`src/rtl/instr_split_queue.sv`:
```
// Instruction queue with MIPS field split: buffers instruction/pc pairs and
// presents the head entry with its fields, extended immediate and format decoded.
module instr_split_queue #(
   parameter int XLEN  = 32,
   parameter int DEPTH = 4,
   parameter int PC_W  = 32
) (
   input  logic                     clk,
   input  logic                     rst_n,
   input  logic                     in_valid,
   output logic                     in_ready,
   input  logic [31:0]              in_instr,
   input  logic [PC_W-1:0]          in_pc,
   input  logic                     flush,
   output logic                     out_valid,
   input  logic                     out_ready,
   output logic [PC_W-1:0]          out_pc,
   output logic [5:0]               op,
   output logic [4:0]               rs,
   output logic [4:0]               rt,
   output logic [4:0]               rd,
   output logic [4:0]               shamt,
   output logic [5:0]               funct,
   output logic [15:0]              imm16,
   output logic [XLEN-1:0]          imm_ext,
   output logic [25:0]              jtarget,
   output logic [1:0]               fmt,
   output logic [$clog2(DEPTH):0]   count
);

   localparam int AW = $clog2(DEPTH);
   localparam logic [AW:0] FULL = (AW+1)'(DEPTH);

   logic [31:0]     instr_mem [DEPTH];
   logic [PC_W-1:0] pc_mem    [DEPTH];
   logic [AW-1:0]   wr_ptr;
   logic [AW-1:0]   rd_ptr;
   logic            push;
   logic            pop;
   logic [31:0]     head;
   logic [XLEN-1:0] imm_sx;

   // Handshake: a side transfers on a rising edge where its valid and ready are
   // both 1; in_ready ignores out_ready, and flush cancels both transfers.
   assign in_ready  = (count < FULL);
   assign out_valid = (count != '0);
   assign push      = in_valid && in_ready && !flush;
   assign pop       = out_valid && out_ready && !flush;

   always_ff @(posedge clk) begin
      if (push) begin
         instr_mem[wr_ptr] <= in_instr;
         pc_mem[wr_ptr]    <= in_pc;
      end
   end

   always_ff @(posedge clk or negedge rst_n) begin
      if (!rst_n) begin
         wr_ptr <= '0;
         rd_ptr <= '0;
         count  <= '0;
      end else if (flush) begin
         wr_ptr <= '0;
         rd_ptr <= '0;
         count  <= '0;
      end else begin
         if (push) wr_ptr <= wr_ptr + AW'(1);
         if (pop)  rd_ptr <= rd_ptr + AW'(1);
         case ({push, pop})
            2'b10:   count <= count + (AW+1)'(1);
            2'b01:   count <= count - (AW+1)'(1);
            default: count <= count;
         endcase
      end
   end

   // Gating on out_valid keeps every decoded output at 0 while the queue is empty,
   // so stale storage is never visible.
   assign head    = out_valid ? instr_mem[rd_ptr] : '0;
   assign out_pc  = out_valid ? pc_mem[rd_ptr] : '0;
   assign op      = head[31:26];
   assign rs      = head[25:21];
   assign rt      = head[20:16];
   assign rd      = head[15:11];
   assign shamt   = head[10:6];
   assign funct   = head[5:0];
   assign imm16   = head[15:0];
   assign jtarget = head[25:0];
   assign imm_sx  = {{(XLEN-16){head[15]}}, head[15:0]};

   always_comb begin
      imm_ext = imm_sx;
      case (op)
         6'h0C, 6'h0D, 6'h0E: imm_ext = {{(XLEN-16){1'b0}}, head[15:0]};
         6'h0F:               imm_ext = imm_sx << 16;
         default:             imm_ext = imm_sx;
      endcase
   end

   always_comb begin
      fmt = 2'd1;
      case (op)
         6'h00:        fmt = 2'd0;
         6'h02, 6'h03: fmt = 2'd2;
         default:      fmt = 2'd1;
      endcase
   end

endmodule

```
`config.mk`:
```
export PLATFORM = sky130hd
export DESIGN_NAME = instr_split_queue
export DESIGN_NICKNAME = d
export VERILOG_FILES = /design/src/rtl/instr_split_queue.sv
export SDC_FILE = /design/constraint.sdc
export NUM_CORES = 1
export LEC_CHECK = 0
export BUFFER_PORTS_ARGS = -buffer_cell sky130_fd_sc_hd__clkbuf_2
export CAP_MARGIN = 30
export CELL_PAD_IN_SITES_DETAIL_PLACEMENT = 1
export CELL_PAD_IN_SITES_GLOBAL_PLACEMENT = 1
export CORE_MARGIN = 4
export CORE_UTILIZATION = 25
export CTS_CLUSTER_DIAMETER = 60
export DETAILED_ROUTE_END_ITERATION = 7
export PLACE_DENSITY_LB_ADDON = 0.1
export SLEW_MARGIN = 10
export SYNTH_ARGS = -nofsm -noshare
export SYNTH_HDL_FRONTEND = slang
export SYNTH_SLANG_ARGS = --single-unit
```
`constraint.sdc`:
```
create_clock -name clk -period 4.84 [get_ports clk]
set_input_delay 0.242 -clock clk [delete_from_list [all_inputs] [get_ports clk]]
set_output_delay 0.242 -clock clk [all_outputs]
set_load 0.02 [all_outputs]
```
==> results of run 1 <==
## flip-flops by register name, summed over array words and instances, names as in the netlist
name and flops:
instr_mem 128, pc_mem 128, count 3, rd_ptr 2, wr_ptr 2
## layout make-up
class | count | area [sq um] | area share [%]
Inverter | 20 | 75.1 | 0.538
Sequential cell | 263 | 7870 | 56.4
Multi-Input combinational cell | 213 | 2370 | 17.0
Clock buffer | 44 | 952 | 6.82
Timing Repair Buffer | 288 | 1850 | 13.3
Tap cell | 539 | 674 | 4.83
Clock inverter | 17 | 165 | 1.18
## critical path, stage by stage (launching register included)
cell and delay [ns]:
dfrtp_4 0.93, mux4_2 0.65, nand4bb_4 0.29, nand2_1 0.49, o21ai_0 0.20, clkbuf_2 0.20
## per-layer routing
layer	part of all wire, %	GRT usage, %	wire (um)	up-vias
li1	-	-	-	2659
met1	41	13.7	11200	3001
met2	52	20.6	14000	164
met3	4.8	2.67	1300	36
met4	1.8	3.26	475	2
met5	0.026	0	7	-
## power breakdown
group,switching (uW),internal [uW]
clock network,913,1550
logic,1990,1090
registers,156,2650
total,3060,5290
## per-stage QoR
step / total power, uW / utilization (%) / std cells / hold WS [ns]
6_report: 8350 / 33.1 / 1384 / 0.0492
3_3_place_gp: 5980 / 28.7 / 1255 / 0.0991
5_1_grt: 8820 / 33.1 / 1384 / 0.0312
2_1_floorplan: 5090 / - / 566 / -0.0536
3_5_place_dp: 6010 / 28.9 / 1258 / 0.0972
4_1_cts: 8570 / 33.1 / 1384 / 0.0172
## worst max-delay path by stage
stage               slack (ns)      start         endpoint  depth (start not counted)
floorplan                 1.79   count[2]  instr_mem[0][0]                          4
global placement          1.70  rd_ptr[0]      imm_ext[30]                          5
detailed placement        1.70  rd_ptr[0]      imm_ext[16]                          5
CTS                       1.15  rd_ptr[0]      imm_ext[16]                          5
global route               1.0  rd_ptr[0]      imm_ext[30]                          5
finish                    1.32  rd_ptr[0]      imm_ext[16]                          5
## cell usage in the layout (no fill, tap or decap), types with 4 or more instances in the layout
cell type,instances
and2_1,48
and2_4,4
buf_4,7
clkbuf_1,7
clkbuf_16,37
clkbuf_2,213
clkinv_1,6
clkinv_2,4
dfrtp_1,5
dlygate4sd3_1,65
edfxtp_1,256
ha_1,4
inv_1,19
mux4_2,62
nand2_1,20
nor2_1,24
o21ai_0,6
o21ai_2,10
## cells by family after synthesis
kind of cell / after synthesis / share of synthesized area (%)
simple gates: 109 / 5.52
compound gates: 29 / 2.09
mux: 66 / 13.4
buf+inv: 90 / 5.03
fa+ha+maj: 5 / 0.651
xor+xnor: 4 / 0.325
flops: 263 / 73.0
==> flow_summary.ini, run 1 <==
[run_status]
status = finished clean

[route]
drc_errors = 0
ant_nets = 0
drtIter0Drc = 302
via_per_inst = 4.24
wirelength_mm = 27.0
wl_per_cell_um = 19.5
num_vias = 5862
drt_pass1_iterations = 4

[clock_network]
cts_made_buffers = 34
post_cts_buffers = 0
h-tree-depth = 2
clk_pin_slew_ns = 0.05
ctsResizeCount = 0
clock-sinks = 263
ctsLongestPathBuffers = 3
cts_root_buf = clkbuf_16
clock_latency_ns = 0.50
cts_tree = done
cts_hold_buf = 65

[global_routing]
antenna_found_initial = 1
grt_max_degree = 65
grt_pass1_wl_mm = 40.7
overflow = 0
grt_use_total_pct = 11.4
grt_pass1_vias = 6634

[worst_hold_path]
hold_start = flush
hold_path_depth = 2
min_to = count[2]
hp-class = input pin to register

[layout]
layout.nets = 894
area_growth_syn_to_layout_pct = 29.7
final_cell_area_sq_um = 14000
antenna_cells = 0
fillCellCount = 4348
drive_gt1_share_pct = 42.1

[synth]
synthArstFlopShare_pct = 2.66
ys_types = 36
ys.flop_type = edfxtp_1
yosys_warnings = 0
ys_seq_area_share_pct = 73.0
synth_top_cell_area_share_pct = 71.4
synth_top_cells_by_area = edfxtp_1 71%, mux4_2 13%, and2_1 3.0%
syn_area_sq_um = 10800
synthTopCellsByCount = 256 x edfxtp_1, 62 x mux4_2, 52 x and2_1
synth-seq-cells = 263
synth.most_common_cell = edfxtp_1
syn_area_per_cell_sq_um = 19.0
synthesis.instances = 566
yosys.area.top_type = edfxtp_1
synth-edff-count = 256
syn_nets = 640

[sta]
rsz0062_at_grt = no
max_slew_margin_pct = 46.1
report.final.hold_viol_count = 0
timing.fmax_ghz = 0.284
setup_tns_ns = 0
drv_slew = 0
skew_ns = 0.0131
setup_violations = 0
worstMarginPinSlew_ns = 0.809
layout_setup_ws_ns = 1.32
min_period_over_period_pct = 72.7
min_period_ns = 3.52

[setup_path]
worstSetupPathType = register to output port
r2r_cells = 4
crit_required_ns = 4.60
cp.arrival_ns = 3.28
rr_endpoint = pc_mem[2][22]
crit_fanout = 39
regToRegStartpoint = count[2]
end_kind = output port
reg2reg_slack_ns = 1.97
start_kind = register

[place]
placed_cell_area_sq_um = 12200
port-buffer-count = 213
dp_hpwl_mm = 17.2
gp_congestion = 0.692
post-place-ws_ns = 1.70

[flow_run]
max-cap-violations = 0

[power]
ir_worst_vdd_mv = 0.291
power_density_nw_per_um2 = 598
p_leak_uw = 0.00510

[floorplanning]
initial_core_util_pct = 25.5
die_h_um = 216
ios = 214
std_cell_rows = 75
core_area_sq_um = 42200
die_w_um = 216
die_area_sq_um = 46500
Note: power is estimated with default switching activity, not from simulation.
==> run 2, diff against run 1 <==
==> constraint.sdc (replaced) <==
create_clock -name clk -period 3.7 [get_ports clk]
set_input_delay 0.185 -clock clk [delete_from_list [all_inputs] [get_ports clk]]
set_output_delay 0.185 -clock clk [all_outputs]
set_load 0.02 [all_outputs]
==> run 2 against run 1 <==
  * Combinational power is 35% higher
  * First-iteration DRC count is 30% lower
  * Cell area is 1.3% lower
  * Power is 25% higher
  * Sequential power is 27% higher
  * Critical path depth is 2 higher
  * Cell count stayed put
  * Critical path type unchanged
  * Critical endpoint is now imm_ext[20]
  * Highest routed layer unchanged
==> flow_summary.ini, run 2 (synthesis results as in run 1) <==
[sta]
min_period_over_period_pct = 89.2
setup_tns_ns = 0
rsz0062_at_grt = no
max_slew_margin_pct = 46.9
worstMarginPinSlew_ns = 0.796
setup_violations = 0
timing.fmax_ghz = 0.303
report.final.hold_viol_count = 0
layout_setup_ws_ns = 0.401
min_period_ns = 3.30
drv_slew = 0
skew_ns = 0.0109
holdWs_ns = 0.0405

[setup_path]
start_kind = register
crit_required_ns = 3.51
crit_path_end = imm_ext[20]
crit_fanout = 24
r2r_cells = 7
rr_endpoint = count[2]
cp.arrival_ns = 3.11
end_kind = output port
startpoint = rd_ptr[1]
regToRegStartpoint = count[2]
worstSetupPathType = register to output port
reg2reg_slack_ns = 1.05

[layout]
drive_gt1_share_pct = 41.7
seq_area_sq_um = 7870
final_cell_area_sq_um = 13800
multi_input_area_sq_um = 2370
area_growth_syn_to_layout_pct = 28.0
fillCellCount = 4342
layout.nets = 894
reg_top3 = instr_mem: 128 flops, pc_mem: 128 flops, count: 3 flops
final_cell_mix = 256 x edfxtp_1, 213 x clkbuf_2, 68 x dlygate4sd3_1
layout_commonest_cell = edfxtp_1

[power]
internal_power_uw = 6480
p_seq_share_pct = 34.1
p_leak_uw = 0.00502
p_comb_share_pct = 39.8
ir_worst_vdd_mv = 0.388
power_density_nw_per_um2 = 760
p_clk_share_pct = 26.0
power_switching_uw = 3990
power_uw = 10500
p_sw_share_pct = 38.1

[route]
wirelength_mm = 27.5
ant_nets = 0
num_vias = 5915
drc_errors = 0
drtIter0Drc = 210
drt_pass1_iterations = 4
via_per_inst = 4.27
wl_per_cell_um = 19.9

[clock_network]
clock_latency_ns = 0.56
h-tree-depth = 1
cts_tree = done
post_cts_buffers = 0
ctsLongestPathBuffers = 3
clock-sinks = 263
clk_pin_slew_ns = 0.06
cts_made_buffers = 31
cts_root_buf = clkbuf_16

[worst_hold_path]
hp-class = input pin to register

[run_status]
status = finished clean

[floorplanning]
initial_core_util_pct = 25.5
std_cell_rows = 75
ios = 214
die_area_sq_um = 46500
die_w_um = 216
die_h_um = 216
core_area_sq_um = 42200

[flow_run]
max-cap-violations = 0

[global_routing]
grt_max_degree = 65
antenna_found_initial = 1
overflow = 0
grt_pass1_wl_mm = 42.3
grt_pass1_vias = 6847
grt_use_total_pct = 11.8

[place]
post-place-ws_ns = 0.892
gp_congestion = 0.720
dp_hpwl_mm = 17.4
placed_cell_area_sq_um = 12200
port-buffer-count = 213
run 2: cell types whose count changed in the layout (fill, tap and decap cells not counted), sizes merged:
cell,previous run,this run
clkbuf,257,252
clkinv,10,15
bufinv,3,0
dlygate4sd3,65,68
clkinvlp,2,1
diode,0,1
run 2: worst min path at each step:
stage	start	endpoint	slack, ns	cells past startpoint
finish	out_ready	rd_ptr[1]	0.04	4
global route	out_ready	rd_ptr[1]	0.07	4
CTS	out_ready	rd_ptr[1]	0.01	4
detailed placement	rst_n	count[2]	0.05	1
global placement	rst_n	count[0]	0.05	1
floorplan	rst_n	count[0]	-0.11	0
run 2: layout make-up:
class	count	share of cell area, %
sequential	263	57.1
multi-input combinational	213	17.2
timing repair buffer	291	13.6
clock buffer	39	5.99
tap	539	4.89
clock inverter	18	0.681
inverter	20	0.545
antenna	1	0.0182
run 2: critical path: stages, from the launching register on:
cell and delay (ns):
dfrtp_4 0.62, buf_4 0.42, mux4_2 0.36, nand2_1 0.12
inv_1 0.09, nand2_1 0.50, o21ai_0 0.21, clkbuf_2 0.21
run 2: repair_timing:
item	in CTS	in global routing
resized for setup	0	0
hold buffers	68	0
hold endpoints to repair	270	0
run 2: routing by layer:
metal	vias up	global-route usage [%]	wire, um
met4	2	3.14	534
met1	3057	14.2	11300
met3	45	2.46	1380
met2	154	21.6	14400
li1	2657	-	-
met5	-	0	13
run 2: power by group through the flow:
stage / registers, uW / clock network (uW) / logic [uW]
after CTS: 3580 / 2840 / 4330
after detailed placement: 3640 / 0 / 4250
after global placement: 3630 / 0 / 4250
final: 3570 / 2730 / 4170
after global routing: 3600 / 2980 / 4530
after floorplan: 3600 / 0 / 3060
run 2: stage by stage:
step	cells	utilization, %
floorplan	566	-
global placement	1258	28.9
detailed placement	1258	28.9
CTS	1383	32.6
global route	1383	32.6
finish	1384	32.6
